## src/rtl/rom_loader.sv

```systemverilog
// rom_loader: filters the HPS ioctl ROM download by index, serializes each
// 16-bit word into two byte writes, routes every byte to one of four ROM
// regions (main CPU, sound CPU, tiles, sprites) and holds the core in reset
// until the image is written.
// Optional feature macro: ROM_CSUM_EN adds o_rom_csum, a 16-bit byte sum of
// every byte actually written.
module rom_loader #(
    parameter logic [7:0]  DL_INDEX = 8'd0,
    parameter int unsigned R1_BASE  = 'h0C000,
    parameter int unsigned R2_BASE  = 'h10000,
    parameter int unsigned R3_BASE  = 'h20000,
    parameter int unsigned ROM_END  = 'h30000,
    parameter int unsigned HOLD_CYC = 16
) (
    input  logic        i_clk_sys,
    input  logic        i_reset,
    input  logic        i_ioctl_download,
    input  logic [7:0]  i_ioctl_index,
    input  logic        i_ioctl_wr,
    input  logic [26:0] i_ioctl_addr,
    input  logic [15:0] i_ioctl_dout,
    output logic        o_ioctl_wait,
    output logic [3:0]  o_rom_we,
    output logic [16:0] o_rom_addr,
    output logic [7:0]  o_rom_data,
    output logic        o_core_reset,
    output logic        o_rom_ready,
    output logic        o_proto_err
`ifdef ROM_CSUM_EN
    ,
    output logic [15:0] o_rom_csum
`endif
);

    localparam int unsigned AW = 27;
    localparam int unsigned RW = 17;
    localparam int unsigned CW = (HOLD_CYC > 1) ? $clog2(HOLD_CYC) : 1;

    typedef enum logic [2:0] {
        S_IDLE  = 3'd0,
        S_LO    = 3'd1,
        S_HI    = 3'd2,
        S_DONE  = 3'd3,
        S_READY = 3'd4
    } state_t;

    state_t          r_state;
    state_t          w_state_nxt;

    logic            w_dl_match;
    logic            w_rise;
    logic            w_fall;
    logic            w_accept;
    logic            r_dl_match;
    logic            r_armed;
    logic            r_end_pend;
    logic [CW-1:0]   r_cnt;
    logic [AW-1:0]   r_word_addr;
    logic [7:0]      r_hi_byte;

    logic [AW-1:0]   w_byte_addr;
    logic            w_wait_nxt;
    logic [3:0]      w_we_nxt;
    logic [RW-1:0]   w_addr_nxt;
    logic [7:0]      w_data_nxt;

    logic            r_wait;
    logic [3:0]      r_we;
    logic [RW-1:0]   r_addr;
    logic [7:0]      r_data;
    logic            r_core_reset;
    logic            r_ready;
    logic            r_proto_err;

    // Address bit 0 is implied by the byte lane and never used.
    logic            w_unused_addr0;
    assign w_unused_addr0 = i_ioctl_addr[0];

    // One-hot region select for a byte address; zero past the end of ROM.
    function automatic logic [3:0] f_region_we(input logic [AW-1:0] a);
        if (a >= AW'(ROM_END))      f_region_we = 4'b0000;
        else if (a >= AW'(R3_BASE)) f_region_we = 4'b1000;
        else if (a >= AW'(R2_BASE)) f_region_we = 4'b0100;
        else if (a >= AW'(R1_BASE)) f_region_we = 4'b0010;
        else                        f_region_we = 4'b0001;
    endfunction

    // Byte offset inside the selected region.
    function automatic logic [RW-1:0] f_region_off(input logic [AW-1:0] a);
        if (a >= AW'(R3_BASE))      f_region_off = RW'(a - AW'(R3_BASE));
        else if (a >= AW'(R2_BASE)) f_region_off = RW'(a - AW'(R2_BASE));
        else if (a >= AW'(R1_BASE)) f_region_off = RW'(a - AW'(R1_BASE));
        else                        f_region_off = RW'(a);
    endfunction

    // Download qualification and edge detection; strobes need a seen start.
    assign w_dl_match = i_ioctl_download && (i_ioctl_index == DL_INDEX);
    assign w_rise     = w_dl_match && !r_dl_match;
    assign w_fall     = r_dl_match && !w_dl_match && r_armed;
    assign w_accept   = w_dl_match && i_ioctl_wr && (r_armed || w_rise);

    // State register.
    always_ff @(posedge i_clk_sys) begin
        if (i_reset) r_state <= S_IDLE;
        else         r_state <= w_state_nxt;
    end

    // Next state and next values of the registered byte-write outputs.
    always_comb begin
        w_state_nxt = r_state;
        w_byte_addr = '0;
        w_wait_nxt  = 1'b0;
        w_we_nxt    = 4'b0000;
        w_addr_nxt  = r_addr;
        w_data_nxt  = r_data;
        case (r_state)
            S_IDLE: begin
                if (w_accept) begin
                    w_byte_addr = {i_ioctl_addr[26:1], 1'b0};
                    w_we_nxt    = f_region_we(w_byte_addr);
                    w_addr_nxt  = f_region_off(w_byte_addr);
                    w_data_nxt  = i_ioctl_dout[7:0];
                    w_wait_nxt  = 1'b1;
                    w_state_nxt = S_LO;
                end else if (w_fall) begin
                    w_state_nxt = S_DONE;
                end
            end
            S_LO: begin
                // Latched address is even, so setting bit 0 never carries.
                w_byte_addr = r_word_addr | AW'(1);
                w_we_nxt    = f_region_we(w_byte_addr);
                w_addr_nxt  = f_region_off(w_byte_addr);
                w_data_nxt  = r_hi_byte;
                w_wait_nxt  = 1'b1;
                w_state_nxt = S_HI;
            end
            S_HI: begin
                w_state_nxt = (r_end_pend || w_fall) ? S_DONE : S_IDLE;
            end
            S_DONE: begin
                if (w_rise)                          w_state_nxt = S_IDLE;
                else if (r_cnt == CW'(HOLD_CYC - 1)) w_state_nxt = S_READY;
            end
            S_READY: begin
                if (w_rise) w_state_nxt = S_IDLE;
            end
            default: w_state_nxt = S_IDLE;
        endcase
    end

    // Registered outputs.
    always_ff @(posedge i_clk_sys) begin
        if (i_reset) begin
            r_wait       <= 1'b0;
            r_we         <= 4'b0000;
            r_addr       <= '0;
            r_data       <= '0;
            r_core_reset <= 1'b1;
            r_ready      <= 1'b0;
            r_proto_err  <= 1'b0;
        end else begin
            r_wait       <= w_wait_nxt;
            r_we         <= w_we_nxt;
            r_addr       <= w_addr_nxt;
            r_data       <= w_data_nxt;
            r_core_reset <= (w_state_nxt != S_READY);
            r_ready      <= (w_state_nxt == S_READY);
            if (((r_state == S_LO) || (r_state == S_HI)) && w_accept)
                r_proto_err <= 1'b1;
        end
    end

    // Word latch, download tracking and hold counter.
    always_ff @(posedge i_clk_sys) begin
        if (i_reset) begin
            r_dl_match  <= 1'b0;
            r_armed     <= 1'b0;
            r_end_pend  <= 1'b0;
            r_cnt       <= '0;
            r_word_addr <= '0;
            r_hi_byte   <= '0;
        end else begin
            r_dl_match <= w_dl_match;
            if (w_rise)      r_armed <= 1'b1;
            else if (w_fall) r_armed <= 1'b0;
            if ((r_state == S_IDLE) && w_accept) begin
                r_word_addr <= {i_ioctl_addr[26:1], 1'b0};
                r_hi_byte   <= i_ioctl_dout[15:8];
            end
            if (r_state == S_HI)                r_end_pend <= 1'b0;
            else if ((r_state == S_LO) && w_fall) r_end_pend <= 1'b1;
            if (r_state == S_DONE) r_cnt <= r_cnt + CW'(1);
            else                   r_cnt <= '0;
        end
    end

`ifdef ROM_CSUM_EN
    logic [15:0] r_csum;

    // Running sum of written bytes; restarts with each download.
    always_ff @(posedge i_clk_sys) begin
        if (i_reset) r_csum <= '0;
        else         r_csum <= (w_rise ? 16'd0 : r_csum) +
                               ((|w_we_nxt) ? 16'(w_data_nxt) : 16'd0);
    end

    assign o_rom_csum = r_csum;
`endif

    assign o_ioctl_wait = r_wait;
    assign o_rom_we     = r_we;
    assign o_rom_addr   = r_addr;
    assign o_rom_data   = r_data;
    assign o_core_reset = r_core_reset;
    assign o_rom_ready  = r_ready;
    assign o_proto_err  = r_proto_err;

endmodule

```

## config.mk

```make
export PLATFORM = sky130hd
export DESIGN_NAME = rom_loader
export DESIGN_NICKNAME = d
export VERILOG_FILES = /design/src/rtl/rom_loader.sv
export SDC_FILE = /design/constraint.sdc
export NUM_CORES = 1
export LEC_CHECK = 0
export ABC_AREA = 1
export CAP_MARGIN = 5
export CORE_UTILIZATION = 35
export DETAILED_ROUTE_END_ITERATION = 10
export DONT_BUFFER_PORTS = 1
export PLACE_DENSITY = 0.61
export SLEW_MARGIN = 20
export SYNTH_ARGS = -nofsm -noshare
export SYNTH_HDL_FRONTEND = slang
export SYNTH_SLANG_ARGS = --single-unit
```

## constraint.sdc

```tcl
create_clock -name i_clk_sys -period 1.45 [get_ports i_clk_sys]
set_input_delay 0.2175 -clock i_clk_sys [delete_from_list [all_inputs] [get_ports i_clk_sys]]
set_output_delay 0.2175 -clock i_clk_sys [all_outputs]
set_load 0.02 [all_outputs]
```

# Word-level counts from Yosys, hierarchy flattened
# Index checks and enable logic that the tools add are counted.
[totals]
regBits = 77
latch_bits = 0
mem_bits_rw = 0
mem_bits_ro = 0
in_bits = 55
out_inout_bits = 33
elab_cells = 90
mem_count = 0
[classes]
n_addsub = 7
mul = 0
div_mod_pow = 0
order_cmp = 8
eq_ne = 8
shifts = 0
n_mux = 31
bitwise_logic = 1
n_reduce_logical = 21
[ops]
columns = ["cell", "count"]
rows = [
  ["17-bit 2-to-1 mux", 7],
  ["27-bit by 18-bit >= comparator with 1-bit output, second input constant", 4],
  ["27-bit by 16-bit >= comparator with 1-bit output, second input constant", 2],
  ["27-bit by 17-bit >= comparator with 1-bit output, second input constant", 2],
  ["17-bit case mux with 2 select lines", 1],
  ["17-bit by 1-bit subtractor with 17-bit output, second input constant", 2],
  ["17-bit by 16-bit subtractor with 17-bit output, second input constant", 2],
  ["17-bit subtractor, second input constant", 2],
  ["3-bit 2-to-1 mux", 7],
  ["4-bit 2-to-1 mux", 5],
  ["8-bit case mux with 2 select lines", 1],
  ["3-bit case mux with 5 select lines", 1],
  ["1-bit logical AND", 9],
  ["8-bit zero test", 1],
  ["8-bit 2-to-1 mux", 1],
  ["4-bit case mux with 2 select lines", 1],
  ["3-bit by 2-bit equality test with 1-bit output, second input constant", 2],
  ["3-bit equality test, second input constant", 2],
  ["2-bit 2-to-1 mux", 3],
  ["4-bit by 1-bit adder with 4-bit output, second input constant", 1],
  ["4-bit equality test, second input constant", 1],
  ["2-bit nonzero test", 2],
  ["2-bit OR reduction", 2],
  ["3-bit by 1-bit equality test with 1-bit output, second input constant", 1],
  ["other kinds (9)", 14],
]

# Logic depth before layout (Yosys ltp)
[logic_depth]
word_depth = 9
mapped_depth = 11

# Least setup slack after synthesis
# No wires, ideal clock.
[synth_path]
path_kind = "register -> register"
from = "register r_state[0]"
to = "register r_data[0] (netlist: o_rom_data[0])"
setup_ps = 132
arrival_ps = 1323
slack_ps = -5
path_stages_with_launch = 9
path_buffers = 1
synth_period_minus_slack_ps = 1455
cell_sequence = "dfxtp_1 -> or2_1 -> nor2_2 -> o2111ai_4 -> nand2_2 -> inv_1 -> buf_2 -> nand2_1 -> a21oi_1"
[synth_via]
elab_chain_cells = 3
word_cells_on_any_way = 6
cone_classes = "eq/ne: 2; mux: 1; reduce/logical: 3"
[synth_lines]
columns = ["item", "line", "text"]
rows = [
  ["start, declared", "47", "state_t r_state;"],
  ["start signal, assigned", "105", "else r_state <= w_state_nxt;"],
  ["3-bit by 1-bit equality test with 1-bit output / 3-bit zero test (equally long branches)", "-", ""],
  ["2-bit nonzero test (no line) / 2-bit != test (equally long branches)", "-", ""],
  ["2-bit AND reduction (no line)", "-", ""],
  ["end signal, assigned", "166", "r_data <= w_data_nxt;"],
  ["end, declared", "70", "logic [7:0] r_data;"],
]
# Parallel ways exist; a longest one is shown, timed or not.
# A chain may end at the register's enable or synchronous reset.

# Worst setup path in the final report
[layout_path]
from = "register r_state[0]"
to = "register r_data[3] (netlist: o_rom_data[3])"
# The elaborated chain is that of the path after synthesis.

==> flow_metrics.py <==
metrics = {
    "synth": {
        "synth.area.mux_share_pct": 0,
        "synthCells": 497,
        "synth-seq-cells": 77,
        "synthXorXnorAreaFrac_pct": 0.253,
        "synth-main-ff-cell": "dfxtp_1",
        "yosysTopAreaCell": "dfxtp_1",
        "netlist.area_leader.share_pct": 44.6,
        "synthTopCellsByCount": "nand2_1 (88), nor2_1 (87), inv_1 (78)",
        "synth-warning-count": 0,
        "synthSimpleGateAreaFrac_pct": 26.0,
        "synthesis.nets": 556,
        "synth-adder-area-share_pct": 1.45,
        "synth_top_family_by_area": "simple AND/OR/NAND/NOR gates",
        "synth_edf_count": 0,
        "synth_area_leaders": "dfxtp_1 (45%), nand2_1 (9.6%), nor2_1 (9.4%)",
        "ys_seq_area_share_pct": 44.6,
        "syn_area_sq_um": 3460,
        "synthArstFlopShare_pct": 0,
        "synth.most_common_cell": "nand2_1",
        "syn_avg_cell_area_sq_um": 6.96,
        "synth-compound-area-share_pct": 16.2,
        "ys_types": 28,
    },
    "floorplan": {
        "initial_utilization_pct": 36.7,
        "rows": 35,
        "die_y_um": 101,
        "boundaryPins": 88,
        "coreArea_sq_um": 9420,
        "fp.dieW_um": 101,
        "dieArea_sq_um": 10300,
    },
    "timing": {
        "worst_pin_slew_ns": 0.372,
        "finalHoldViolCount": 0,
        "fin_skew_ns": 0.0152,
        "slew_viol_final": 0,
        "setup_ws_ns": -0.0470,
        "rsz0062_at_grt": "yes",
        "setup_viol_count_final": 40,
        "layout_min_cycle_time_ns": 1.50,
        "timing.final.crit_share_pct": 103,
        "fmax_mhz": 668,
        "relSlewSlack_pct": 75.1,
    },
    "outcome": {
        "violations": "negative setup slack",
        "status": "complete, but fails checks",
    },
    "worst_setup_path": {
        "startpoint_type": "flip-flop",
        "critPathMaxFanout": 11,
        "arrival_ns": 1.74,
        "startpoint": "r_state[0]",
        "crit_end": "o_rom_data[3]",
        "end_kind": "flip-flop",
        "r2r-start": "r_state[0]",
        "reg2reg_depth": 8,
        "worstSetupPathType": "flip-flop to flip-flop",
        "rrSetupSlack_ns": -0.05,
        "required_ns": 1.69,
        "r2r_end": "o_rom_data[3]",
    },
    "pwr": {
        "p_leak_nw": 1.67,
        "power_density_nw_per_um2": 941,
        "ir_worst_vdd_mv": 0.445,
    },
    "clock_tree": {
        "cts_root_buf": "clkbuf_8",
        "cts_sinks": 77,
        "clk_latency_ns": 0.35,
        "htree_levels": 3,
        "cts_buffers": 9,
        "tritoncts": "done",
        "path_clk_slew_ns": 0.08,
        "cts_buffer_depth": 2,
    },
    "layout": {
        "antenna_cells": 0,
        "post-route-cell-area_sq_um": 4140,
        "fillers": 996,
        "seq_area_sq_um": 1540,
        "drive_gt1_share_pct": 12.0,
        "multiInputGateArea_sq_um": 1570,
        "syn2layout_area_growth_pct": 19.8,
        "stdcell_count": 655,
        "fin_nets": 580,
    },
    "detailed_routing": {
        "route.detailed.vias_per_inst": 4.60,
        "antenna_left": 0,
        "vias": 3012,
        "drt-initial-drc-count": 87,
        "dr_wl_met2_um": 3870,
        "post_drt_wl_per_cell_um": 12.7,
        "top_layer_used": "met4",
        "drc_errors": 0,
        "dr.pass1.iters": 4,
        "wl_met3_um": 496,
        "routed_wl_um": 8320,
        "met1Wirelength_um": 3910,
    },
    "global_route": {
        "antenna_found_initial": 0,
        "grt_usage_pct": 16.8,
        "grt_pass1_wl_um": 13200,
        "grt_overflow": 0,
        "grt_pass1_vias": 2826,
        "grt_max_degree": 38,
    },
    "placement": {
        "globalplace.congestion": 0.774,
        "dpl.hpwl_um": 5730,
        "port_buffers": 0,
        "dp_cells": 621,
        "place_area_sq_um": 3670,
    },
    "worst_hold_path": {
        "min-delay-path-class": "input port to flip-flop",
    },
    "flow_run": {
        "drv_cap": 0,
    },
}
-- cells by family (layout without fill, tap and decap cells) --
family                   after synthesis  after routing
adder cells (fa/ha/maj)                4              4
AO/OA/AOI/OAI                         98             98
AND/OR/NAND/NOR                      218            218
buffers and inverters                 99            128
XOR/XNOR                               1              1
flip-flops                            77             77
-- routing by layer --
metal,GRT usage (%),up-vias
met1,20.6,1335
met3,4.83,5
met5,0,-
met2,27.9,71
li1,-,1601
met4,6.02,0
-- layout make-up --
| cell class | instances | share of cell area (%) |
|---|---|---|
| Clock buffer | 10 | 3.08 |
| Clock inverter | 6 | 1.72 |
| Inverter | 79 | 7.28 |
| Multi-Input combinational cell | 321 | 38.0 |
| Sequential cell | 77 | 37.2 |
| Tap cell | 129 | 3.89 |
| Timing Repair Buffer | 33 | 8.82 |
-- where the power goes --
group / total (mW) / internal, mW / switching (mW) / leakage, nW
combinational: 0.139 / 0.0544 / 0.0845 / 0.958
clock: 1.64 / 0.811 / 0.834 / 0.0935
sequential: 2.12 / 2.11 / 0.00177 / 0.620
total: 3.90 / 2.98 / 0.920 / 1.67
-- flip-flops by register name (all words and copies together) (netlist names) --
| name | count |
|---|---|
| o_rom_addr | 17 |
| o_proto_err | 1 |
| o_core_reset | 1 |
| r_hi_byte | 8 |
| r_state | 3 |
| r_dl_match | 1 |
| o_ioctl_wait | 1 |
| o_rom_data | 8 |
| r_end_pend | 1 |
| r_cnt | 4 |
| o_rom_we | 4 |
| r_armed | 1 |
| r_word_addr | 26 |
| o_rom_ready | 1 |
-- through the flow --
step	hold WS, ns	setup slack (ns)	total power, mW	utilization, %	setup TNS [ns]
6_report	0.0335	-0.0470	3.90	44.0	-1.07
5_1_grt	0.0323	-0.149	4.09	44.0	-6.06
4_1_cts	0.00633	-0.0679	3.97	43.2	-1.56
3_5_place_dp	0.300	-0.0905	2.25	39.0	-2.53
3_3_place_gp	0.298	-0.0690	2.25	39.0	-1.53
2_1_floorplan	0.352	-0.00198	2.25	-	-0.0117
-- what timing repair did --
action	4_1_cts	5_1_grt
gates resized for setup	8	17
setup buffers	1	0
hold buffers	15	0
gates cloned	1	1
pin swaps	1	3
endpoints found under the hold margin	51	0
setup endpoints to repair	62	65
-- worst max-delay path: stages, from the launching register on --
cell	delay (ns)
dfxtp_1	0.32
or2_4	0.26
nor2_4	0.11
o2111ai_4	0.20
nand2_2	0.15
inv_4	0.06
clkbuf_16	0.16
nand2_1	0.06
a21oi_1	0.06
-- layout by cell type, fill, tap and decap left out, drive strengths merged --
cell,instances
nor2,101
nand2,89
inv,81
dfxtp,77
a21oi,55
o21ai,25
nand3,19
buf,17
dlygate4sd3,14
clkbuf,12
a21boi,10
ha,4
nor3,3
o211ai,3
nand4,3
o2111a,2
clkinvlp,2
nand3b,1
xnor2,1
o21a,1
a211oi,1
nor4,1
or2,1
o2111ai,1
clkinv,1
bufinv,1
-- worst min path at each step --
stage	from	end	slack [ns]	depth (start not counted)
final	i_ioctl_dout[15]	r_hi_byte[7]	0.03	2
after global routing	i_ioctl_addr[21]	r_word_addr[21]	0.03	2
after CTS	i_ioctl_addr[21]	r_word_addr[21]	0.006	2
after detailed placement	i_reset	r_word_addr[11]	0.30	1
after global placement	i_reset	o_rom_addr[5]	0.30	1
after floorplan	i_ioctl_dout[8]	r_hi_byte[0]	0.35	2
Note: power is estimated with default switching activity, not from simulation.
